===== src/rtl/s_ram_arbiter.sv =====
// -----------------------------------------------------------------------------
// s_ram_arbiter
// Shares the single-port S-memory (ramcore) between the RC4 engines
// (0 = init, 1 = shuffle, 2 = decrypt). Access-level round-robin arbitration
// with an ownership lock so one engine can perform an uninterrupted
// read-modify-write sequence (the i/j swap). Read data is returned to the
// engine that issued the read, qualified by a one-hot rvalid pulse RD_LAT
// cycles after the read was accepted.
//
// Ports
//   clk, reset_n     system clock, asynchronous active-low reset
//   req              per-requester access request
//   req_we           per-requester write enable (1 = write, 0 = read)
//   req_lock         keep ownership after this access
//   req_addr         packed addresses, requester i at [i*ADDR_W +: ADDR_W]
//   req_wdata        packed write data, requester i at [i*DATA_W +: DATA_W]
//   gnt              one-hot grant; access accepted when req[i] & gnt[i]
//   rvalid           one-hot read-return pulse
//   rdata            read data, zero unless some rvalid bit is high
//   owner_valid      a lock is currently held
//   owner_id         index of the lock holder, 0 when no lock
//   ram_addr/ram_wdata/ram_we  to ramcore
//   ram_q            from ramcore
// -----------------------------------------------------------------------------

// Property checker: structural invariants of the arbiter outputs.
module s_ram_arbiter_checker #(
  parameter int N_REQ = 3
) (
  input logic             clk,
  input logic             reset_n,
  input logic [N_REQ-1:0] req,
  input logic [N_REQ-1:0] gnt,
  input logic [N_REQ-1:0] rvalid,
  input logic             owner_valid,
  input logic [1:0]       owner_id
);

  logic [N_REQ-1:0] owner_mask_s;

  // One-hot mask of the current lock holder.
  always_comb begin
    owner_mask_s = '0;
    for (int i = 0; i < N_REQ; i++) begin
      owner_mask_s[i] = (owner_id == 2'(i));
    end
  end

  a_gnt_onehot:    assert property (@(posedge clk) disable iff (!reset_n) $onehot0(gnt));
  a_gnt_needs_req: assert property (@(posedge clk) disable iff (!reset_n) (gnt & ~req) == '0);
  a_rvalid_onehot: assert property (@(posedge clk) disable iff (!reset_n) $onehot0(rvalid));
  a_owner_id_zero: assert property (@(posedge clk) disable iff (!reset_n)
                                    !owner_valid |-> (owner_id == 2'd0));
  a_lock_blocks:   assert property (@(posedge clk) disable iff (!reset_n)
                                    owner_valid |-> ((gnt & ~owner_mask_s) == '0));

endmodule

module s_ram_arbiter #(
  parameter int N_REQ  = 3,
  parameter int ADDR_W = 8,
  parameter int DATA_W = 8,
  parameter int RD_LAT = 1
) (
  input  logic                     clk,
  input  logic                     reset_n,
  input  logic [N_REQ-1:0]         req,
  input  logic [N_REQ-1:0]         req_we,
  input  logic [N_REQ-1:0]         req_lock,
  input  logic [N_REQ*ADDR_W-1:0]  req_addr,
  input  logic [N_REQ*DATA_W-1:0]  req_wdata,
  output logic [N_REQ-1:0]         gnt,
  output logic [N_REQ-1:0]         rvalid,
  output logic [DATA_W-1:0]        rdata,
  output logic                     owner_valid,
  output logic [1:0]               owner_id,
  output logic [ADDR_W-1:0]        ram_addr,
  output logic [DATA_W-1:0]        ram_wdata,
  output logic                     ram_we,
  input  logic [DATA_W-1:0]        ram_q
);

  // Arbitration state
  logic [1:0]       rr_ptr_r;
  logic             owner_valid_r;
  logic [1:0]       owner_id_r;

  // Read-return pipe: each stage holds the one-hot id of an in-flight read
  // (all zero for a write or an idle cycle), so valid and id travel together.
  logic [N_REQ-1:0] rd_pipe_r [RD_LAT];

  // Combinational arbitration results
  logic [N_REQ-1:0] gnt_s;
  logic [1:0]       gnt_id_s;
  logic             accept_s;
  logic             gnt_we_s;
  logic             gnt_lock_s;
  logic [1:0]       next_ptr_s;

  // Scan bookkeeping
  logic             found_hi_s;
  logic             found_lo_s;
  logic [1:0]       pick_hi_s;
  logic [1:0]       pick_lo_s;
  logic [1:0]       pick_s;

  // Grant selection: owner only while locked, otherwise round-robin from rr_ptr.
  // The wrap-around scan is split into "lowest requester at or above rr_ptr"
  // and "lowest requester overall"; the first wins if it exists.
  always_comb begin
    gnt_s      = '0;
    found_hi_s = 1'b0;
    found_lo_s = 1'b0;
    pick_hi_s  = 2'd0;
    pick_lo_s  = 2'd0;
    pick_s     = 2'd0;
    for (int i = N_REQ - 1; i >= 0; i--) begin
      if (req[i] && (2'(i) >= rr_ptr_r)) begin
        found_hi_s = 1'b1;
        pick_hi_s  = 2'(i);
      end else begin
        found_hi_s = found_hi_s;
      end
      if (req[i]) begin
        found_lo_s = 1'b1;
        pick_lo_s  = 2'(i);
      end else begin
        found_lo_s = found_lo_s;
      end
    end
    if (found_hi_s) begin
      pick_s = pick_hi_s;
    end else begin
      pick_s = pick_lo_s;
    end
    if (!reset_n) begin
      gnt_s = '0;
    end else if (owner_valid_r) begin
      // Locked: only the owner may be granted; a bubble from the owner grants nobody.
      for (int i = 0; i < N_REQ; i++) begin
        gnt_s[i] = req[i] && (owner_id_r == 2'(i));
      end
    end else begin
      for (int i = 0; i < N_REQ; i++) begin
        gnt_s[i] = found_lo_s && (pick_s == 2'(i));
      end
    end
  end

  // Route the granted requester's address, data and controls to ramcore.
  always_comb begin
    gnt_id_s   = 2'd0;
    ram_addr   = '0;
    ram_wdata  = '0;
    gnt_we_s   = 1'b0;
    gnt_lock_s = 1'b0;
    for (int i = 0; i < N_REQ; i++) begin
      if (gnt_s[i]) begin
        gnt_id_s   = 2'(i);
        ram_addr   = req_addr[i*ADDR_W +: ADDR_W];
        ram_wdata  = req_wdata[i*DATA_W +: DATA_W];
        gnt_we_s   = req_we[i];
        gnt_lock_s = req_lock[i];
      end else begin
        gnt_id_s = gnt_id_s;
      end
    end
  end

  assign accept_s = |gnt_s;
  assign gnt      = gnt_s;
  assign ram_we   = accept_s & gnt_we_s;

  // Pointer to the requester after the one just served, with wrap.
  always_comb begin
    if (gnt_id_s == 2'(N_REQ - 1)) begin
      next_ptr_s = 2'd0;
    end else begin
      next_ptr_s = gnt_id_s + 2'd1;
    end
  end

  // Round-robin pointer and lock ownership; a locked access freezes the pointer.
  always_ff @(posedge clk or negedge reset_n) begin
    if (!reset_n) begin
      rr_ptr_r      <= 2'd0;
      owner_valid_r <= 1'b0;
      owner_id_r    <= 2'd0;
    end else if (accept_s) begin
      if (gnt_lock_s) begin
        owner_valid_r <= 1'b1;
        owner_id_r    <= gnt_id_s;
        rr_ptr_r      <= rr_ptr_r;
      end else begin
        owner_valid_r <= 1'b0;
        owner_id_r    <= 2'd0;
        rr_ptr_r      <= next_ptr_s;
      end
    end else begin
      rr_ptr_r      <= rr_ptr_r;
      owner_valid_r <= owner_valid_r;
      owner_id_r    <= owner_id_r;
    end
  end

  // Read-return pipe; reset drops every in-flight read.
  always_ff @(posedge clk or negedge reset_n) begin
    if (!reset_n) begin
      for (int s = 0; s < RD_LAT; s++) begin
        rd_pipe_r[s] <= '0;
      end
    end else begin
      if (accept_s && !gnt_we_s) begin
        rd_pipe_r[0] <= gnt_s;
      end else begin
        rd_pipe_r[0] <= '0;
      end
      for (int s = 1; s < RD_LAT; s++) begin
        rd_pipe_r[s] <= rd_pipe_r[s-1];
      end
    end
  end

  assign rvalid      = rd_pipe_r[RD_LAT-1];
  assign owner_valid = owner_valid_r;
  assign owner_id    = owner_id_r;

  // ram_q is only meaningful in the cycle the matching read emerges from the pipe.
  always_comb begin
    if (|rd_pipe_r[RD_LAT-1]) begin
      rdata = ram_q;
    end else begin
      rdata = '0;
    end
  end

  s_ram_arbiter_checker #(
    .N_REQ (N_REQ)
  ) u_checker (
    .clk         (clk),
    .reset_n     (reset_n),
    .req         (req),
    .gnt         (gnt_s),
    .rvalid      (rvalid),
    .owner_valid (owner_valid_r),
    .owner_id    (owner_id_r)
  );

endmodule


===== config.mk =====
export PLATFORM = sky130hd
export DESIGN_NAME = s_ram_arbiter
export DESIGN_NICKNAME = d
export VERILOG_FILES = /design/src/rtl/s_ram_arbiter.sv
export SDC_FILE = /design/constraint.sdc
export NUM_CORES = 1
export LEC_CHECK = 0
export ABC_AREA = 0
export CAP_MARGIN = 20
export CORE_MARGIN = 10
export CORE_UTILIZATION = 26
export CTS_BUF_LIST = sky130_fd_sc_hd__clkbuf_8 sky130_fd_sc_hd__clkbuf_16
export DETAILED_ROUTE_END_ITERATION = 10
export GPL_ROUTABILITY_DRIVEN = 0
export PLACE_DENSITY = 0.8
export RECOVER_POWER = 100
export SLEW_MARGIN = 20
export SYNTH_ARGS = -nofsm -noshare
export SYNTH_HDL_FRONTEND = slang
export SYNTH_SLANG_ARGS = --single-unit

===== constraint.sdc =====
create_clock -name clk -period 2.4 [get_ports clk]
set_input_delay 0.6 -clock clk [delete_from_list [all_inputs] [get_ports clk]]
set_output_delay 0.6 -clock clk [all_outputs]
set_load 0.03 [all_outputs]

==> results of run 1 <==
==> layout by cell type, fill, tap and decap left out, types with 4 or more instances in the layout <==
master / n
clkdlybuf4s50_1: 64
buf_6: 21
buf_4: 17
a222oi_1: 16
inv_2: 13
clkbuf_1: 10
nor2b_1: 9
inv_1: 8
dfrtp_1: 7
dlygate4sd3_1: 4
buf_12: 4
==> cell families (layout without fill, tap and decap cells) <==
family / Yosys count / count (layout) / share of synthesized area, %
buffers and inverters: 29 / 148 / 17.27
and+or+nand+nor: 29 / 29 / 21.36
AOI/OAI and AO/OA: 34 / 34 / 37.12
DFF: 8 / 8 / 24.24
==> layout make-up <==
class / instances / area (um^2) / share of cell area, %
Multi-Input combinational cell: 63 / 533.0 / 24.68
Clock buffer: 3 / 41.29 / 1.912
Tap cell: 44 / 55.05 / 2.549
Timing Repair Buffer: 124 / 1250 / 57.88
Inverter: 21 / 78.83 / 3.650
Sequential cell: 8 / 201.4 / 9.328
==> flip-flops by register name (all words and copies together) (netlist names) <==
name         count
rvalid           3
owner_id         2
rr_ptr_r         2
owner_valid      1
==> timing repair <==
action	4_1_cts	5_1_grt
setup endpoints to repair	20	20
buffers inserted	4	4
pin swaps	13	5
gates resized for setup	48	3
cloned	3	0
==> how the worst max path moves through the flow <==
stage                     slack [ns]           end         from  cells past startpoint
final                          -0.24        ram_we       req[2]                      8
after global routing           -0.32  ram_wdata[7]  rr_ptr_r[0]                      8
after CTS                      -0.23        ram_we       req[2]                      8
after detailed placement       -0.61  ram_wdata[7]       req[2]                      8
after global placement         -0.56        ram_we       req[1]                      8
after floorplan                -0.02   ram_addr[4]       req[2]                      7
==> critical path, stage by stage <==
cell	delay [ns]
buf_6	0.10
or2_4	0.25
a2111oi_4	0.38
or2_4	0.26
buf_12	0.13
a211oi_2	0.06
nor2_2	0.11
buf_6	0.15
==> metal layers <==
metal / part of all wire (%) / track usage (%) / vias to the layer above / wire length (um)
li1: - / - / 623 / -
met1: 38 / 16.51 / 642 / 1821
met2: 52 / 28.32 / 81 / 2462
met4: 2.1 / 5.948 / 0 / 98
met5: 0 / 0 / - / 0
met3: 7.8 / 4.127 / 8 / 369
==> report_power, final <==
group	internal [mW]	switching, mW
logic	0.776	0.825
registers	0.182	0.0515
clock network	0.108	0.0514
==> metrics by stage <==
stage	instances	hold slack [ns]	setup TNS (ns)	util, %	area [um^2]
floorplan	100	0.3044	-0.07054	-	845.8
global placement	249	0.5605	-9.694	62.54	1909
detailed placement	249	0.5550	-10.79	62.54	1909
CTS	259	0.4784	-3.495	71.27	2176
global route	263	0.5673	-4.727	70.74	2160
finish	263	0.5540	-3.372	70.74	2160
==> results.md, run 1 <==
* # setup viols final at 19
* Syn_nets at 167
* Reg2Reg Setup Slack at 0.34 ns
* Worst Path Arrival at 2.04 ns
* Max Clock Freq at 378.3 MHz
* Width of the die at 76.36 um
* Cell area after synthesis at 825.8 um^2
* R2r startpoint: rr_ptr_r[1]
* H-tree lvl count at 1
* Dominant synthesized flop cell: dfrtp_1
* Filler Cells Inserted at 225
* Initial DRC Count at 108
* Clock Path Buffers at 2
* Syn Area/Cell at 8.258 um^2
* Ys async rst share at 100.0%
* Place WS at -0.6141 ns
* Top post-synthesis cells by area: dfrtp_1 (24%), a222oi_1 (19%), inv_1 (9.5%)
* Share of cells above drive strength 1 at 33.79%
* Rows at 20
* Fin. Hold Viols at 0
* Synth cell types at 32
* Gate Count Post-Synth at 100
* DRT antenna net count at 0
* Max_cap viols at 0
* Vias per Instance at 5.148
* R2R Path End: rr_ptr_r[1]
* Crit-path max FO at 6
* Power, Total at 1.994 mW
* CTS sink cnt at 8
* Critical path type: primary input to output port
* Worst Clk Skew at 0.002547 ns
* Final #Nets at 288
* Grt total ovfl at 0
* LEAKAGE at 1.010 nW
* Initial antenna violation count at 0
* Final Slew Violations at 0
* Most frequent cell after synthesis: inv_1
* Drt drc at 0
* Worst vdd ir at 0.0004908 V
* CTS Buf Count at 3
* Cell Pwr Density at 923.5 nW/um^2
* IO Pins at 101
* Min Clock Period, post-route at 2.644 ns
* Final Cycle Share at 110.1%
* DRT Wirelength at 4751 um
* Drt wl/cell at 18.06 um
* Tightest Pin Transition at 0.4087 ns
* Flops & latches, synth at 8
* Crit path launch type: primary input
* Die area at 5830 um^2
* Yosys top cell area share at 24.24%
* Post-synth EDFFs at 0
* Area delta synth->final at 161.5%
* Failing checks: setup timing
* Die H at 76.36 um
* Number of global-route vias before repair at 1494
* Initial core utilization at 27.05%
* Core Area at 3053 um^2
* Dpl hpwl at 3593 um
* PnR worst setup slack at -0.2435 ns
* Root Buffer: clkbuf_8
* Required @ worst endpoint at 1.80 ns
* Yosys warning count at 0
* RSZ-0062 raised after global routing: yes
* First-pass GRT wire length at 7541 um
* Commonest cells in the netlist: inv_1 (21), a222oi_1 (16), nor2b_1 (9)
* Number of iterations in the first detailed-routing pass at 5
* Clock Pin Slew Worst Setup and Hold Paths at 0.04 ns
* Hold/Removal Path Class: primary input to async pin
* Cell taking the most area after synthesis: dfrtp_1
* Setup crit end kind: output port
* Global Route Usage Sum at 15.52%
* Slew headroom at 72.75%
* Hold_buf cts at 0
* Post-synthesis sequential area ratio at 24.24%
* Outcome: complete, but fails checks
* TritonCTS clock tree: built
* # diodes at 0
* Largest net degree at the start of global routing at 14
* Worst r2r path cells at 8
* Clock Latency Late Sink at 0.23 ns
* Routed vias at 1354
* I/O Buffers at 100
Note: power is estimated with default switching activity, not from simulation.
==> run 2, diff against run 1 <==
--- a/config.mk
+++ b/config.mk
@@ -9,3 +9,2 @@
 export CAP_MARGIN = 20
-export CORE_MARGIN = 10
 export CORE_UTILIZATION = 26
==> constraint.sdc (replaced) <==
create_clock -name clk -period 2.4 [get_ports clk]
set_input_delay 0.24 -clock clk [delete_from_list [all_inputs] [get_ports clk]]
set_output_delay 0.24 -clock clk [all_outputs]
set_load 0.03 [all_outputs]
==> results.md, run 2 (synthesis results as in run 1) <==
* Outcome: finished clean
* Max Clock Freq at 435.3 MHz
* Clock Path Buffers at 2
* Most frequent cells in the layout: clkdlybuf4s50_1 (65), inv_1 (21), a222oi_1 (16)
* Post-CTS Setup Inserts at 0
* DRT Wirelength at 3016 um
* Die H at 58.36 um
* Area delta synth->final at 126.2%
* Fin. Hold Viols at 0
* # diodes at 0
* Worst Clk Skew at 0.001183 ns
* Worst vdd ir at 0.0004328 V
* CP cell instances: clkdlybuf4s50_1 -> and3b_2 -> a2111oi_1 -> a41o_1 -> buf_12 -> a222oi_1 -> inv_1 -> buf_4
* TritonCTS clock tree: built
* Final #Nets at 270
* Min Clock Period, post-route at 2.297 ns
* Final Cycle Share at 95.72%
* Number of iterations in the first detailed-routing pass at 5
* I/O Buffers at 100
* Width of the die at 58.36 um
* Setup tns final at 0 ns
* Sum of buffers and inverters on the critical path at 4
* Hold/Removal Path Class: primary input to async pin
* Slew headroom at 75.50%
* CP delay by family, top: buffers and inverters
* Number of global-route vias before repair at 1088
* Max_cap viols at 0
* Global Route Usage Sum at 16.50%
* Core Area at 3028 um^2
* Final core occ at 61.69%
* Initial antenna violation count at 0
* Required @ worst endpoint at 2.16 ns
* Tightest Pin Transition at 0.3691 ns
* DRT antenna net count at 0
* Final Slew Violations at 0
* CTS sink cnt at 8
* Initial core utilization at 27.27%
* Clock Pin Slew Worst Setup and Hold Paths at 0.04 ns
* Grt total ovfl at 0
* Crit-path max FO at 28
* Setup crit end kind: output port
* Cell Pwr Density at 846.3 nW/um^2
* Commonest non-fill, non-tap cell in the layout: clkdlybuf4s50_1
* Share of cells above drive strength 1 at 15.42%
* CTS Buf Count at 3
* Clock Latency Late Sink at 0.22 ns
* Vias per Instance at 4.894
* # setup viols final at 0
* Crit path launch type: primary input
* First-pass GRT wire length at 4340 um
* Rows at 20
* CP max stage delay at 0.50 ns
* Drt drc at 0
* Largest register FFs at 3
* Worst Path Arrival at 2.06 ns
* Initial DRC Count at 74
* Die area at 3405 um^2
* RSZ-0062 raised after global routing: no
* Largest net degree at the start of global routing at 30
* Drt wl/cell at 12.31 um
* Routed vias at 1199
* CP max-delay cell: clkdlybuf4s50_1
* Dpl hpwl at 2473 um
* H-tree lvl count at 1
* IO Pins at 101
* LEAKAGE at 0.9329 nW
* Critical path type: primary input to output port
* Root Buffer: clkbuf_8
-- run 2: metrics by stage --
stage	cells	power [mW]	instance area, um^2	hold WS, ns	worst slack, ns
floorplan	100	0.9740	825.8	-0.05559	0.2521
global placement	242	1.454	1832	0.5815	0.1235
detailed placement	242	1.470	1832	0.5845	0.09425
CTS	245	1.630	1873	0.3993	0.08625
global route	245	1.681	1868	0.4860	0.001291
finish	245	1.581	1868	0.4741	0.1028
-- run 2: final cells by class --
cell class | count | area [um^2]
Tap cell | 44 | 55.05
Clock buffer | 3 | 41.29
Inverter | 21 | 78.83
Timing Repair Buffer | 106 | 989.7
Multi-Input combinational cell | 63 | 503.0
Sequential cell | 8 | 200.2
Fill cell | 283 | 1160
-- run 2: report_power, final --
group | switching [mW] | total [mW] | internal (mW)
Sequential | 0.0629 | 0.242 | 0.180
Clock | 0.0454 | 0.153 | 0.108
Combinational | 0.677 | 1.19 | 0.508
-- run 2: metal layers --
layer  part of all wire [%]  vias up  GRT usage (%)
met1                     34      541          13.95
met2                     54       72          34.15
li1                       -      584              -
met3                     11        2          4.615
met5                      0        -              0
met4                   0.46        0          8.163
-- run 2: timing repair --
item | 4_1_cts | 5_1_grt
resized for setup | 0 | 3
hold buffers | 0 | 0
setup endpoints to repair | 0 | 15
-- run 2: final timing paths --
| check | slack (ns) | to | depth (start not counted) | from |
|---|---|---|---|---|
| worst min register to register | 0.59 | owner_id[1] | 1 | owner_id[1] |
| worst min-delay path | 0.47 | owner_valid | 2 | reset_n |
| max in group asynchronous | 1.80 | rvalid[1] | 2 | reset_n |
| worst max register to register | 0.62 | rr_ptr_r[1] | 6 | rr_ptr_r[1] |
| min in group clk | 0.59 | owner_id[1] | 1 | owner_id[1] |
| worst max-delay path | 0.10 | ram_addr[6] | 8 | req[2] |
-- run 2: worst register-to-register path: stages, from the launching register on --
cell and delay [ns]:
dfrtp_1 0.42, nand2b_1 0.19, a21o_1 0.19, a221oi_2 0.22, buf_4 0.31, a21oi_1 0.11, o211a_1 0.22
==> run 3, diff against run 2 <==
- CORE_MARGIN: unset -> 4
==> results.md, run 3 (synthesis results as in run 1) <==
* # setup viols final at 0
* Initial core utilization at 27.05%
* Commonest non-fill, non-tap cell in the layout: clkdlybuf4s50_1
* Most frequent cells in the layout: clkdlybuf4s50_1 (65), inv_1 (21), a222oi_1 (16)
* Max Clock Freq at 428.8 MHz
* Worst Clk Skew at 0.0001916 ns
* Setup tns final at 0 ns
* Final core occ at 61.27%
* Drt drc at 0
* Min Clock Period, post-route at 2.332 ns
* Post-CTS Setup Inserts at 0
* Slew headroom at 74.92%
* Core Area at 3053 um^2
* Outcome: finished clean
* Number of global-route vias before repair at 1314
* # diodes at 0
* DRT antenna net count at 0
* RSZ-0062 raised after global routing: no
* Worst r2r path cells at 6
* H-tree lvl count at 1
* Area delta synth->final at 126.5%
* Worst vdd ir at 0.0003641 V
* First-pass GRT wire length at 5713 um
* Worst Path Arrival at 2.09 ns
* Tightest Pin Transition at 0.3762 ns
* Clock Latency Late Sink at 0.23 ns
* Drt wl/cell at 15.33 um
* Share of cells above drive strength 1 at 15.92%
* Crit path launch type: flip-flop
* Rows at 20
* Crit-path max FO at 28
* Final Cycle Share at 97.18%
* LEAKAGE at 0.9405 nW
* Grt total ovfl at 0
* Largest net degree at the start of global routing at 30
* DRT Wirelength at 3757 um
* Max_cap viols at 0
* Vias per Instance at 5.094
* Dpl hpwl at 3023 um
* Final #Nets at 270
* Clock Pin Slew Worst Setup and Hold Paths at 0.04 ns
* Routed vias at 1248
* Setup crit end kind: output port
* Critical path type: flip-flop to output port
* TritonCTS clock tree: built
* Cell Pwr Density at 868.0 nW/um^2
* Largest register FFs at 3
* Place WS at 0.08415 ns
* CTS sink cnt at 8
* Initial antenna violation count at 0
* Die H at 64.36 um
* Die area at 4142 um^2
* Clock Path Buffers at 2
* Width of the die at 64.36 um
* Hold_buf cts at 0
* Number of iterations in the first detailed-routing pass at 5
* CTS Buf Count at 3
* Root Buffer: clkbuf_8
* Initial DRC Count at 58
* Hold/Removal Path Class: primary input to async pin
* I/O Buffers at 100
* Required @ worst endpoint at 2.16 ns
* Final Slew Violations at 0
* Global Route Usage Sum at 17.14%
* PnR worst setup slack at 0.06768 ns
* IO Pins at 101
* Power, Total at 1.624 mW
* Fin. Hold Viols at 0
[run 3: path summary, 6_finish.rpt]
check / start / endpoint / slack, ns
setup / recovery: rr_ptr_r[0] / ram_wdata[0] / 0.07
hold / removal: reset_n / rr_ptr_r[0] / 0.36
setup reg to reg: rr_ptr_r[1] / rr_ptr_r[1] / 0.58
hold reg to reg: rr_ptr_r[0] / rr_ptr_r[0] / 0.61
max in group asynchronous: reset_n / owner_valid / 1.89
min in group clk: rr_ptr_r[0] / rr_ptr_r[0] / 0.61
[run 3: cell type report]
type / count / area, um^2
repair buffers: 106 / 994.7
multi-input cells: 63 / 499.2
well taps: 44 / 55.05
flip-flops and latches: 8 / 201.4
inverters: 21 / 78.83
clock buffers: 3 / 41.29
fillers: 280 / 1182
[run 3: repair_timing]
item | CTS | global route
gates resized for setup | 0 | 6
hold endpoints to repair | 0 | 0
setup endpoints to repair | 0 | 14
[run 3: power by group]
| group | internal (mW) | leakage, nW | switching [mW] | total (mW) |
|---|---|---|---|---|
| Sequential | 0.181 | 0.105 | 0.0621 | 0.244 |
| Combinational | 0.509 | 0.814 | 0.707 | 1.22 |
| Clock | 0.109 | 0.0216 | 0.0557 | 0.165 |
[run 3: routing by layer]
layer  up-vias  share of wire (%)  global-route usage, %
met1       586                 34                  16.26
li1        583                  -                      -
met3         7                 10                  4.394
met2        72                 54                  34.54
met5         -                  0                      0
met4         0                1.5                  6.069
[run 3: through the flow]
| step | hold WS, ns | instance area (um^2) | cells |
|---|---|---|---|
| 6_report | 0.3640 | 1871 | 245 |
| 5_1_grt | 0.3850 | 1871 | 245 |
| 4_1_cts | 0.3705 | 1886 | 245 |
| 3_5_place_dp | 0.5827 | 1844 | 242 |
| 3_3_place_gp | 0.5591 | 1844 | 242 |
| 2_1_floorplan | -0.05559 | 825.8 | 100 |
[run 3: worst max-delay path, stage by stage (launching register included)]
cell       delay, ns
dfrtp_1         0.39
and3b_2         0.28
a2111oi_1       0.05
a41o_1          0.24
buf_12          0.16
a222oi_1        0.42
inv_1           0.10
buf_2           0.20
